### src/rtl/keypad_scan_ctrl.sv
// 4x4 keypad scanner: row strobing, column synchronizer, press/release debounce
// and a 4-entry first-word-fall-through key FIFO with a level interrupt.
module keypad_scan_ctrl #(
  parameter int SCAN_DIV  = 1000,
  parameter int DEB_COUNT = 8
) (
  input  logic       clk,
  input  logic       reset,
  input  logic [3:0] columnas,
  output logic [3:0] filas,
  output logic [3:0] key_code,
  output logic       key_valid,
  input  logic       key_pop,
  output logic [2:0] fifo_count,
  output logic       overflow,
  output logic       irq,
  output logic [1:0] dbg_state
);

  localparam int DW = $clog2(SCAN_DIV);
  localparam logic [DW-1:0] DWELL_LAST = DW'(SCAN_DIV - 1);
  localparam logic [7:0]    CNT_LAST   = 8'(DEB_COUNT - 1);

  localparam logic [1:0] ST_SCAN      = 2'd0;
  localparam logic [1:0] ST_PRESS_DEB = 2'd1;
  localparam logic [1:0] ST_HELD      = 2'd2;
  localparam logic [1:0] ST_REL_DEB   = 2'd3;

  logic [3:0]    col_m, col_s;
  logic [DW-1:0] dwell_cnt;
  logic [1:0]    state;
  logic [3:0]    lat_col, lat_code;
  logic [7:0]    deb_cnt, rel_cnt;
  logic          sample, col_onehot, push_req;

  logic [3:0] mem [4];
  logic [1:0] wr_ptr, rd_ptr;
  logic [2:0] count;
  logic       pop_ok, push_ok;

  function automatic logic [3:0] key_lookup(input logic [3:0] row, input logic [3:0] col);
    logic [3:0] code;
    code = 4'd0;
    case ({row, col})
      8'b1000_1000: code = 4'd1;
      8'b1000_0100: code = 4'd2;
      8'b1000_0010: code = 4'd3;
      8'b1000_0001: code = 4'd10;
      8'b0100_1000: code = 4'd4;
      8'b0100_0100: code = 4'd5;
      8'b0100_0010: code = 4'd6;
      8'b0100_0001: code = 4'd11;
      8'b0010_1000: code = 4'd7;
      8'b0010_0100: code = 4'd8;
      8'b0010_0010: code = 4'd9;
      8'b0010_0001: code = 4'd12;
      8'b0001_1000: code = 4'd14;
      8'b0001_0100: code = 4'd0;
      8'b0001_0010: code = 4'd15;
      8'b0001_0001: code = 4'd13;
      default:      code = 4'd0;
    endcase
    return code;
  endfunction

  always_ff @(posedge clk or posedge reset) begin
    if (reset) begin
      col_m <= 4'd0;
      col_s <= 4'd0;
    end else begin
      col_m <= columnas;
      col_s <= col_m;
    end
  end

  always_ff @(posedge clk or posedge reset) begin
    if (reset)       dwell_cnt <= '0;
    else if (sample) dwell_cnt <= '0;
    else             dwell_cnt <= dwell_cnt + 1'b1;
  end

  assign sample     = (dwell_cnt == DWELL_LAST);
  assign col_onehot = $onehot(col_s);
  // The DEB_COUNT-th matching sample writes the FIFO on the same edge it is seen.
  assign push_req   = sample && (state == ST_PRESS_DEB) && (col_s == lat_col) &&
                      (deb_cnt == CNT_LAST);

  always_ff @(posedge clk or posedge reset) begin
    if (reset) begin
      state    <= ST_SCAN;
      filas    <= 4'b1000;
      lat_col  <= 4'd0;
      lat_code <= 4'd0;
      deb_cnt  <= 8'd0;
      rel_cnt  <= 8'd0;
    end else if (sample) begin
      case (state)
        ST_SCAN: begin
          if (col_onehot) begin
            lat_col  <= col_s;
            lat_code <= key_lookup(filas, col_s);
            deb_cnt  <= 8'd1;
            state    <= ST_PRESS_DEB;
          end else begin
            filas <= {filas[0], filas[3:1]};
          end
        end
        ST_PRESS_DEB: begin
          if (col_s == lat_col) begin
            deb_cnt <= deb_cnt + 8'd1;
            if (deb_cnt == CNT_LAST) state <= ST_HELD;
          end else begin
            state <= ST_SCAN;
            filas <= {filas[0], filas[3:1]};
          end
        end
        ST_HELD: begin
          if (col_s == 4'd0) begin
            rel_cnt <= 8'd1;
            state   <= ST_REL_DEB;
          end
        end
        ST_REL_DEB: begin
          if (col_s != 4'd0) begin
            state <= ST_HELD;
          end else if (rel_cnt == CNT_LAST) begin
            state <= ST_SCAN;
            filas <= {filas[0], filas[3:1]};
          end else begin
            rel_cnt <= rel_cnt + 8'd1;
          end
        end
        default: state <= ST_SCAN;
      endcase
    end
  end

  // key_valid/key_pop: key_code is the head whenever key_valid=1; a pop is taken on
  // any edge with key_pop=1 and key_valid=1, otherwise key_pop is ignored.
  assign pop_ok  = key_pop && (count != 3'd0);
  assign push_ok = push_req && ((count != 3'd4) || pop_ok);

  always_ff @(posedge clk or posedge reset) begin
    if (reset) begin
      for (int i = 0; i < 4; i++) mem[i] <= 4'd0;
      wr_ptr   <= 2'd0;
      rd_ptr   <= 2'd0;
      count    <= 3'd0;
      overflow <= 1'b0;
    end else begin
      if (push_ok) begin
        mem[wr_ptr] <= lat_code;
        wr_ptr      <= wr_ptr + 2'd1;
      end
      if (pop_ok) rd_ptr <= rd_ptr + 2'd1;
      case ({push_ok, pop_ok})
        2'b10:   count <= count + 3'd1;
        2'b01:   count <= count - 3'd1;
        default: count <= count;
      endcase
      if (pop_ok)                   overflow <= 1'b0;
      else if (push_req && !push_ok) overflow <= 1'b1;
    end
  end

  assign key_code   = mem[rd_ptr];
  assign key_valid  = (count != 3'd0);
  assign irq        = key_valid;
  assign fifo_count = count;
  assign dbg_state  = state;

endmodule
### config.mk
export PLATFORM = sky130hd
export DESIGN_NAME = keypad_scan_ctrl
export DESIGN_NICKNAME = d
export VERILOG_FILES = /design/src/rtl/keypad_scan_ctrl.sv
export SDC_FILE = /design/constraint.sdc
export NUM_CORES = 1
export LEC_CHECK = 0
export ABC_AREA = 1
export CAP_MARGIN = 20
export CORE_MARGIN = 3
export CORE_UTILIZATION = 60
export DETAILED_ROUTE_END_ITERATION = 12
export HOLD_SLACK_MARGIN = 0.05
export PLACE_DENSITY = 0.88
export SLEW_MARGIN = 20
export SYNTH_ARGS = -nofsm -noshare
export SYNTH_HDL_FRONTEND = slang
export SYNTH_SLANG_ARGS = --single-unit
### constraint.sdc
create_clock -name clk -period 4.4 [get_ports clk]
set_input_delay 1.1 -clock clk [delete_from_list [all_inputs] [get_ports clk]]
set_output_delay 1.1 -clock clk [all_outputs]
set_load 0.1 [all_outputs]
* After elaboration in Yosys (flattened, before gate mapping) *
Index checks and enable logic that the tools add are counted.

word-level totals
  register bits after elaboration = 72
  output and inout port bits = 16
  logic and storage cells = 121

operators by class
  add/sub/neg operators = 10
  $lt $le $gt $ge = 3
  eq/ne operators = 36
  multiplexer cells = 30
  bitwise gates (word level) = 2
  reductions and logical operators = 23

operator list
  kind                   number
  $pmux 4 s15            1
  $mux 8                 5
  $eq 8x6->1 const B     4
  $eq 8x7->1 const B     4
  $eq 8x8->1 const B     4
  $pmux 8 s2             2
  $mux 4                 7
  $eq 8x5->1 const B     3
  $add 8x1->8 const B    2
  $bwmux 16              1
  $eq 8x3->1 const B     2
  $ne 2x2->1 const B     7
  $mux 2                 6
  $pmux 4 s3             1
  $add 10x1->10 const B  1
  $eq 10x10->1 const B   1
  $mux 10                1
  $reduce_and 5->1       2
  $bmux 4 s2             1
  $demux 4 s2            1
  $pmux 2 s4             1
  $reduce_bool 2->1      4
  $logic_and 1x1->1      7
  $eq 2x2->1 const B     3
  25 further kinds       33

* Logic depth before layout (Yosys ltp) *
  depth after elaboration = 9
  depth in mapped cells = 16
  mapped depth without buffers = 16

* Worst setup path after synthesis *
Ideal clock, no wire load.

  kind = reg-to-reg
  start point = register count[0], in the netlist fifo_count[0]
  end point = register count[2], in the netlist fifo_count[2]
  library setup time = 0.131 ns
  data arrival time = 3.280 ns
  data required time = 4.269 ns
  path slack = 0.990 ns
  cell stages (with the launch flop) = 12
  path buffers = 0
  period minus slack after synthesis = 3.410 ns
  path through = dfrtp_1 > nor2_1 > nand2_1 > nand2_1 > nand3_2 > nand2_1 > ha_1 > inv_1 > fa_1 > a21oi_1 > o21ai_0 > xor2_1

on the way
  longest elaborated chain between the ends = 6
  elaborated cells on any way between the ends = 11
  classes of those cells = 2 x add/sub; 3 x eq/ne; 1 x mux; 5 x reduce/logical

RTL lines
  element                                          RTL line  text
  start: declaration                               38        logic [2:0] count;
  start signal: assignment                         157       2'b10: count <= count + 3'd1;
  start signal: assignment                         158       2'b01: count <= count - 3'd1;
  start signal: assignment                         159       default: count <= count;
  $reduce_bool 3->1 *                              --
  net irq                                          16        output logic irq,
  $logic_and 1x1->1 *                              140       assign pop_ok = key_pop && (count != 3'd0);
  $logic_or 1x1->1                                 141       assign push_ok = push_req && ((count != 3'd4) || pop_ok);
  $logic_and 1x1->1                                141
  $eq 2x1->1 or $eq 2x2->1 (tied branches)         156       case ({push_ok, pop_ok})
  $pmux 3 s2 or $reduce_bool 2->1 (tied branches)  --

Mark *: on every way through the listed nets, which the timed path passes. The rest lies on a longest branch.
A chain may end at the register's enable or synchronous reset.

* Worst setup path after layout *
  start point = register rd_ptr[0]
  end point = output key_code[2]

on the way
  longest elaborated chain between the ends = 4

RTL lines
  element                                     RTL line  text
  start: declaration                          37        logic [1:0] wr_ptr, rd_ptr;
  start signal: assignment                    155       if (pop_ok) rd_ptr <= rd_ptr + 2'd1;
  $not 2->3 (implied by the code)             166       assign key_code = mem[rd_ptr];
  $bmux 4 s2                                  166
  $mux 4 (implied by the code) (2 in series)  166
  end: declaration                            11        output logic [3:0] key_code,

No other way between the ends. The select of a mux whose other input is x is not followed.

==> results.py <==
metrics = {
    "status": {
        "outcome": "finished, final reports clean",
    },
    "power_and_ir_drop": {
        "p_seq_share_pct": 39.6,
        "max-vdd-ir-drop_mv": 0.219,
        "netSwitchingFraction_pct": 43.2,
        "power_leakage_nw": 2.24,
        "p_comb_share_pct": 35.4,
        "cellPowerDensity_nw_per_um2": 413,
        "p_int_w": 0.00104,
        "p_total_w": 0.00183,
        "clock_power_share_pct": 24.9,
        "power_switching_w": 0.000793,
    },
    "routing": {
        "first_pass_iters": 5,
        "ant_nets": 0,
        "vias": 3283,
        "wl_um": 7980,
        "vias_per_cell": 5.43,
        "wl_per_cell_um": 13.2,
        "drt_iter0_drc": 158,
        "drc": 0,
    },
    "sta": {
        "fin_crit_ns": 3.59,
        "holdWs_ns": 0.351,
        "finalSetupViolCount": 0,
        "fin_setup_tns_ns": 0,
        "fmax_mhz": 279,
        "rsz0062_at_grt": "no",
        "worstMarginPinSlew_ns": 0.977,
        "slew_headroom_pct": 34.6,
        "min_period_over_period_pct": 81.6,
        "finalMaxSlewViolations": 0,
        "skew_ns": 0.0150,
        "hold_viol": 0,
        "fin_ws_ns": 0.810,
    },
    "yosys": {
        "synth.net_count": 520,
        "syn_area_per_cell_um2": 8.07,
        "synth_edf_count": 0,
        "synthDistinctLibCells": 39,
        "yosys_most_used_dff": "dfrtp_1",
        "synth_area_um2": 4020,
        "ys_warn_count": 0,
        "synthCells": 498,
        "ys_async_sr_fraction_pct": 100,
        "yosysSeqAreaShare_pct": 44.8,
        "synth_seq_cells": 72,
    },
    "setup_path": {
        "crit_start": "rd_ptr[0]$_DFFE_PP0P_",
        "end_kind": "primary output",
        "cp_slowest_cell": "clkdlybuf4s50_1",
        "reg2reg_from": "dwell_cnt[0]$_DFF_PP0_",
        "cpLargestDelayFamily": "buffers and inverters",
        "cp-start-kind": "flop",
        "crit_type": "reg2out",
        "cp_slowest_stage_delay_ns": 1.15,
        "crit_arrival_ns": 2.49,
        "path_cells": "inv_1, o21ai_0, o22ai_1, clkdlybuf4s50_1",
        "crit_buf_inv": 2,
        "critPathRequiredTime_ns": 3.30,
        "crit_fanout": 10,
    },
    "floorplan": {
        "fp.dieArea_um2": 7720,
        "io_pins": 23,
        "fp-row-count": 29,
        "core_area_um2": 6420,
        "die_w_um": 87.9,
        "start_util_pct": 62.6,
        "die_h_um": 87.9,
    },
    "hold_path": {
        "hold_path_class": "reg2reg",
        "min_from": "col_m[2]$_DFF_PP0_",
    },
    "global_routing": {
        "grt_max_degree": 73,
        "grt_pass1_vias": 3072,
        "antenna_found_initial": 0,
        "grt_pass1_wl_um": 13800,
        "grt-ovfl-total": 0,
        "grt_use_total_pct": 22.9,
    },
    "cts": {
        "cts_setup_buffers": 0,
        "h-tree-depth": 3,
        "clkSlewWorstSetupHoldPaths_ns": 0.08,
        "post_cts_resized": 0,
        "cts.sinks": 72,
        "cts_buffers": 9,
        "clockRootBuffer": "clkbuf_8",
        "insertion_delay_ns": 0.35,
        "postCtsHoldBufs": 0,
        "cts_tree": "done",
        "cts_buffer_depth": 2,
    },
    "cells_and_area": {
        "area_delta_synth_final_pct": 10.4,
        "layout_commonest_cell": "nand2_1",
        "antenna_cells": 0,
        "final_cell_mix": "nand2_1, dfrtp_1, nor2_1, inv_1, nand3_1",
        "nFillCells": 490,
        "layout-drive-gt1-share_pct": 8.90,
        "num-nets-final": 545,
        "post-route-util_pct": 69.1,
    },
    "place": {
        "dp_slack_ns": 1.17,
        "port_buffers": 22,
        "gp_congestion": 0.868,
        "dp_hpwl_um": 5720,
    },
    "job": {
        "max-cap-violations": 0,
    },
}
[synthesized netlist by cell type (3+ instances only)]
master	instances	share of area [%]
nand2_1	140	13
dfrtp_1	71	44
nor2_1	59	5.5
inv_1	56	5.2
nand3_1	31	3.9
o21ai_0	27	3.4
nand4_1	25	3.9
ha_1	13	4.0
xor2_1	9	2.0
a21oi_1	8	1.0
o21ai_2	6	1.3
nand3_4	4	1.7
nor3_1	4	0.50
o22ai_1	4	0.62
buf_4	3	0.56
inv_2	3	0.28
xnor2_1	3	0.65
[power groups by stage]
stage | combinational, W | clock, W | sequential [W]
2_1_floorplan | 0.000429 | 0 | 0.000825
3_3_place_gp | 0.000634 | 0 | 0.000734
3_5_place_dp | 0.000651 | 0 | 0.000739
4_1_cts | 0.000653 | 0.000468 | 0.000726
5_1_grt | 0.000689 | 0.000501 | 0.000732
6_report | 0.000650 | 0.000458 | 0.000727
[cells by family (layout without fill, tap and decap cells)]
group / after synthesis / after routing / share of synthesized area [%]
AO/OA/AOI/OAI: 50 / 50 / 7.16
XOR/XNOR: 12 / 12 / 2.61
AND/OR/NAND/NOR: 280 / 280 / 32.8
flip-flops: 72 / 72 / 44.8
buffers and inverters: 69 / 99 / 7.56
adder cells (fa/ha/maj): 15 / 15 / 5.04
[stage by stage]
| stage | cell area (um^2) | std cells |
|---|---|---|
| finish | 4440 | 605 |
| global route | 4440 | 605 |
| CTS | 4440 | 605 |
| detailed placement | 4270 | 589 |
| global placement | 4270 | 589 |
| floorplan | 4020 | 498 |
[worst register-to-register path: stages, from the launching register on]
cell     delay (ns)
dfrtp_1        0.37
ha_1           0.21
nand2_1        0.15
nor3_4         0.32
nand2_4        0.11
nor2_8         0.31
nand2_1        0.19
ha_1           0.22
inv_1          0.10
fa_1           0.41
o21ai_0        0.14
[sequential cells by signal (all words and copies together), names as in the netlist]
name and count:
col_m 4, col_s 4, dbg_state 2, deb_cnt 8, dwell_cnt 10, fifo_count 3
filas 4, lat_code 4, lat_col 4, mem 16, overflow 1, rd_ptr 2
rel_cnt 8, wr_ptr 2
[worst paths after layout]
kind	slack, ns	cells past startpoint	end
max	0.81	4	key_code[2]
min	0.35	0	col_s[2]$_DFF_PP0_
max reg2reg	1.80	10	fifo_count[1]$_DFFE_PP0P_
min reg2reg	0.35	0	col_s[2]$_DFF_PP0_
max in group asynchronous	2.50	3	deb_cnt[6]$_DFFE_PP0P_
min in group asynchronous	1.33	3	rel_cnt[4]$_DFFE_PP0P_
[cell type report]
cell class | instances | area (um^2) | area share [%]
flip-flops and latches | 72 | 1800 | 40.6
clock buffers | 9 | 124 | 2.79
repair buffers | 24 | 235 | 5.30
inverters | 59 | 221 | 4.99
multi-input cells | 357 | 1910 | 43.1
well taps | 77 | 96.3 | 2.17
clock inverters | 7 | 46.3 | 1.04
[metal layers]
layer | routed length (um) | vias to the layer above | GRT usage (%)
li1 | - | 1657 | -
met1 | 3510 | 1538 | 29.6
met4 | 153 | 0 | 10.0
met3 | 309 | 13 | 4.14
met2 | 4000 | 75 | 37.9
met5 | 0 | - | 0
Power figures use the tool's default switching activity.
==> variant, RTL diff (config.mk and constraints unchanged) <==
Register the output `irq`, with the module's reset; this adds one clock of latency there. The other outputs are not delayed to match.
--- a/src/rtl/keypad_scan_ctrl.sv
+++ b/src/rtl/keypad_scan_ctrl.sv
@@ -165,7 +165,13 @@
 
   assign key_code   = mem[rd_ptr];
   assign key_valid  = (count != 3'd0);
-  assign irq        = key_valid;
+  always_ff @(posedge clk or posedge reset) begin
+    if (reset) begin
+      irq <= '0;
+    end else begin
+      irq <= key_valid;
+    end
+  end
   assign fifo_count = count;
   assign dbg_state  = state;
 
Check against the original RTL: no difference found for any inputs over 10 cycles, from zero or initial values and one cycle with reset high; that may be too few to reach the edited logic, so the function may still have changed.
==> variant against the unedited design <==
Worst setup slack better by 0.014 ns. Via count up 1.5%. Cell area up 2.5%. First-iteration DRC count down 3.8%. Area after synthesis up 0.44%. Clock power up 43%. Wire length up 2.2%. Power up 12%. Combinational power about the same. Sequential cell count up 1. Critical path depth unchanged. Critical path type unchanged. Highest routed layer unchanged.
==> variant: results (changes against the unedited design) <==
Synthesis
  – Main area contributors after synthesis: dfrtp_1 45%, nand2_1 13%, nor2_1 5.5%
  – Seq/Total Area, Yosys: 45.3% (+0.43 points)
  – Top cells by count, synth: 140 x nand2_1, 72 x dfrtp_1, 59 x nor2_1
  – Yosys warns: 0 (unchanged)

Power
  – Worst vdd ir: 0.215 mV (-1.6%)
  – LEAKAGE: 2.30 nW (+2.6%)

STA
  – Worst slew margin: 34.9% (+0.24 points)
  – Final hold slack: 0.351 ns (+0.000173 ns)

Place
  – Gpl congestion: 0.843 (-2.9%)
  – DP HPWL: 5860 µm (+2.6%)

Worst hold path
  – WHS Endpoint: col_s[3]
  – Hold Crit Start: col_m[3]

GRT
  – Gr usage total: 23.7% (+0.75 points)
  – Vias in the first global route: 3278 (+6.7%)
  – Global-route wire length before repair: 14300 µm (+3.8%)
  – Pin count of the biggest net entering global routing: 36 (-51%)

Critical path
  – Worst R2R Setup Slack: 1.73 ns (-0.07 ns)

Clock tree
  – Worst-Skew Late Latency: 0.37 ns (+0.02 ns)

Finish
  – Final #Nets: 547 (+0.37%)
  – # fillers: 481 (-1.8%)
  – Layout cells sized above 1: 9.06% (+0.16 points)

Drt
  – Vias per cell: 5.49 (+1.2%)
  – 1st-iter DRT viols: 152 (-3.8%)
  – WL final: 8150 µm (+2.2%)

Outcome
  – Outcome: completed

Die
  – Initial core utilization: 62.9% (+0.27 points)
variant: cell types whose count changed in the layout (fill, tap and decap cells not counted):
cell | unedited run | this run
dfrtp_1 | 71 | 72
clkinv_4 | 0 | 2
bufinv_16 | 0 | 3
buf_4 | 2 | 3
clkinvlp_4 | 3 | 0
inv_6 | 1 | 2
clkinv_2 | 3 | 0
variant: worst max path at each step:
| stage | startpoint | end | slack, ns | depth (start not counted) |
|---|---|---|---|---|
| after floorplan | fifo_count[0] | fifo_count[2] | 0.99 | 11 |
| after global placement | key_pop | fifo_count[2] | 1.23 | 11 |
| after detailed placement | key_pop | fifo_count[2] | 1.16 | 11 |
| after CTS | rd_ptr[0] | key_code[3] | 0.82 | 4 |
| after global routing | rd_ptr[0] | key_code[3] | 0.70 | 4 |
| final | rd_ptr[0] | key_code[3] | 0.82 | 4 |
variant: routing by layer:
layer  wire length, µm  track usage (%)  part of all wire (%)  vias up
li1                  -                -                     -     1662
met1              3540             28.7                    43     1572
met2              4080             40.0                    50       78
met3               326             4.61                   4.0       20
met4               205             12.4                   2.5        0
met5                 0                0                     0        -
variant: critical path: stages, from the launching register on:
cell	delay (ns)
dfrtp_1	0.48
inv_1	0.24
o21ai_0	0.11
o22ai_1	0.12
clkdlybuf4s50_1	1.16
variant: report_power, final:
part / internal (mW) / leakage, nW / total [mW] / switching, mW
combinational: 0.151 / 1.21 / 0.652 / 0.501
clock: 0.382 / 0.124 / 0.655 / 0.272
sequential: 0.703 / 0.963 / 0.740 / 0.0371
variant: through the flow:
stage	worst slack [ns]	area [µm²]	power, mW	std cells
finish	0.824	4550	2.05	607
global route	0.705	4550	2.13	607
CTS	0.818	4550	2.05	607
detailed placement	1.16	4300	1.40	591
global placement	1.23	4300	1.38	591
floorplan	0.992	4040	1.26	498
variant: layout make-up:
| class | instances | area [µm²] | share of cell area (%) |
|---|---|---|---|
| clock buffers | 9 | 124 | 2.72 |
| flip-flops and latches | 73 | 1830 | 40.2 |
| clock inverters | 7 | 125 | 2.75 |
| well taps | 77 | 96.3 | 2.12 |
| repair buffers | 25 | 243 | 5.33 |
| multi-input cells | 357 | 1910 | 42.0 |
| inverters | 59 | 221 | 4.87 |
variant: logic make-up (layout without fill, tap and decap cells):
group                    after synthesis  in the layout  share of synthesized area, %
AO/OA/AOI/OAI                         50             50                          7.13
flip-flops                            73             73                          45.3
XOR/XNOR                              12             12                          2.60
buffers and inverters                 68            100                          7.34
adder cells (fa/ha/maj)               15             15                          5.02
AND/OR/NAND/NOR                      280            280                          32.6
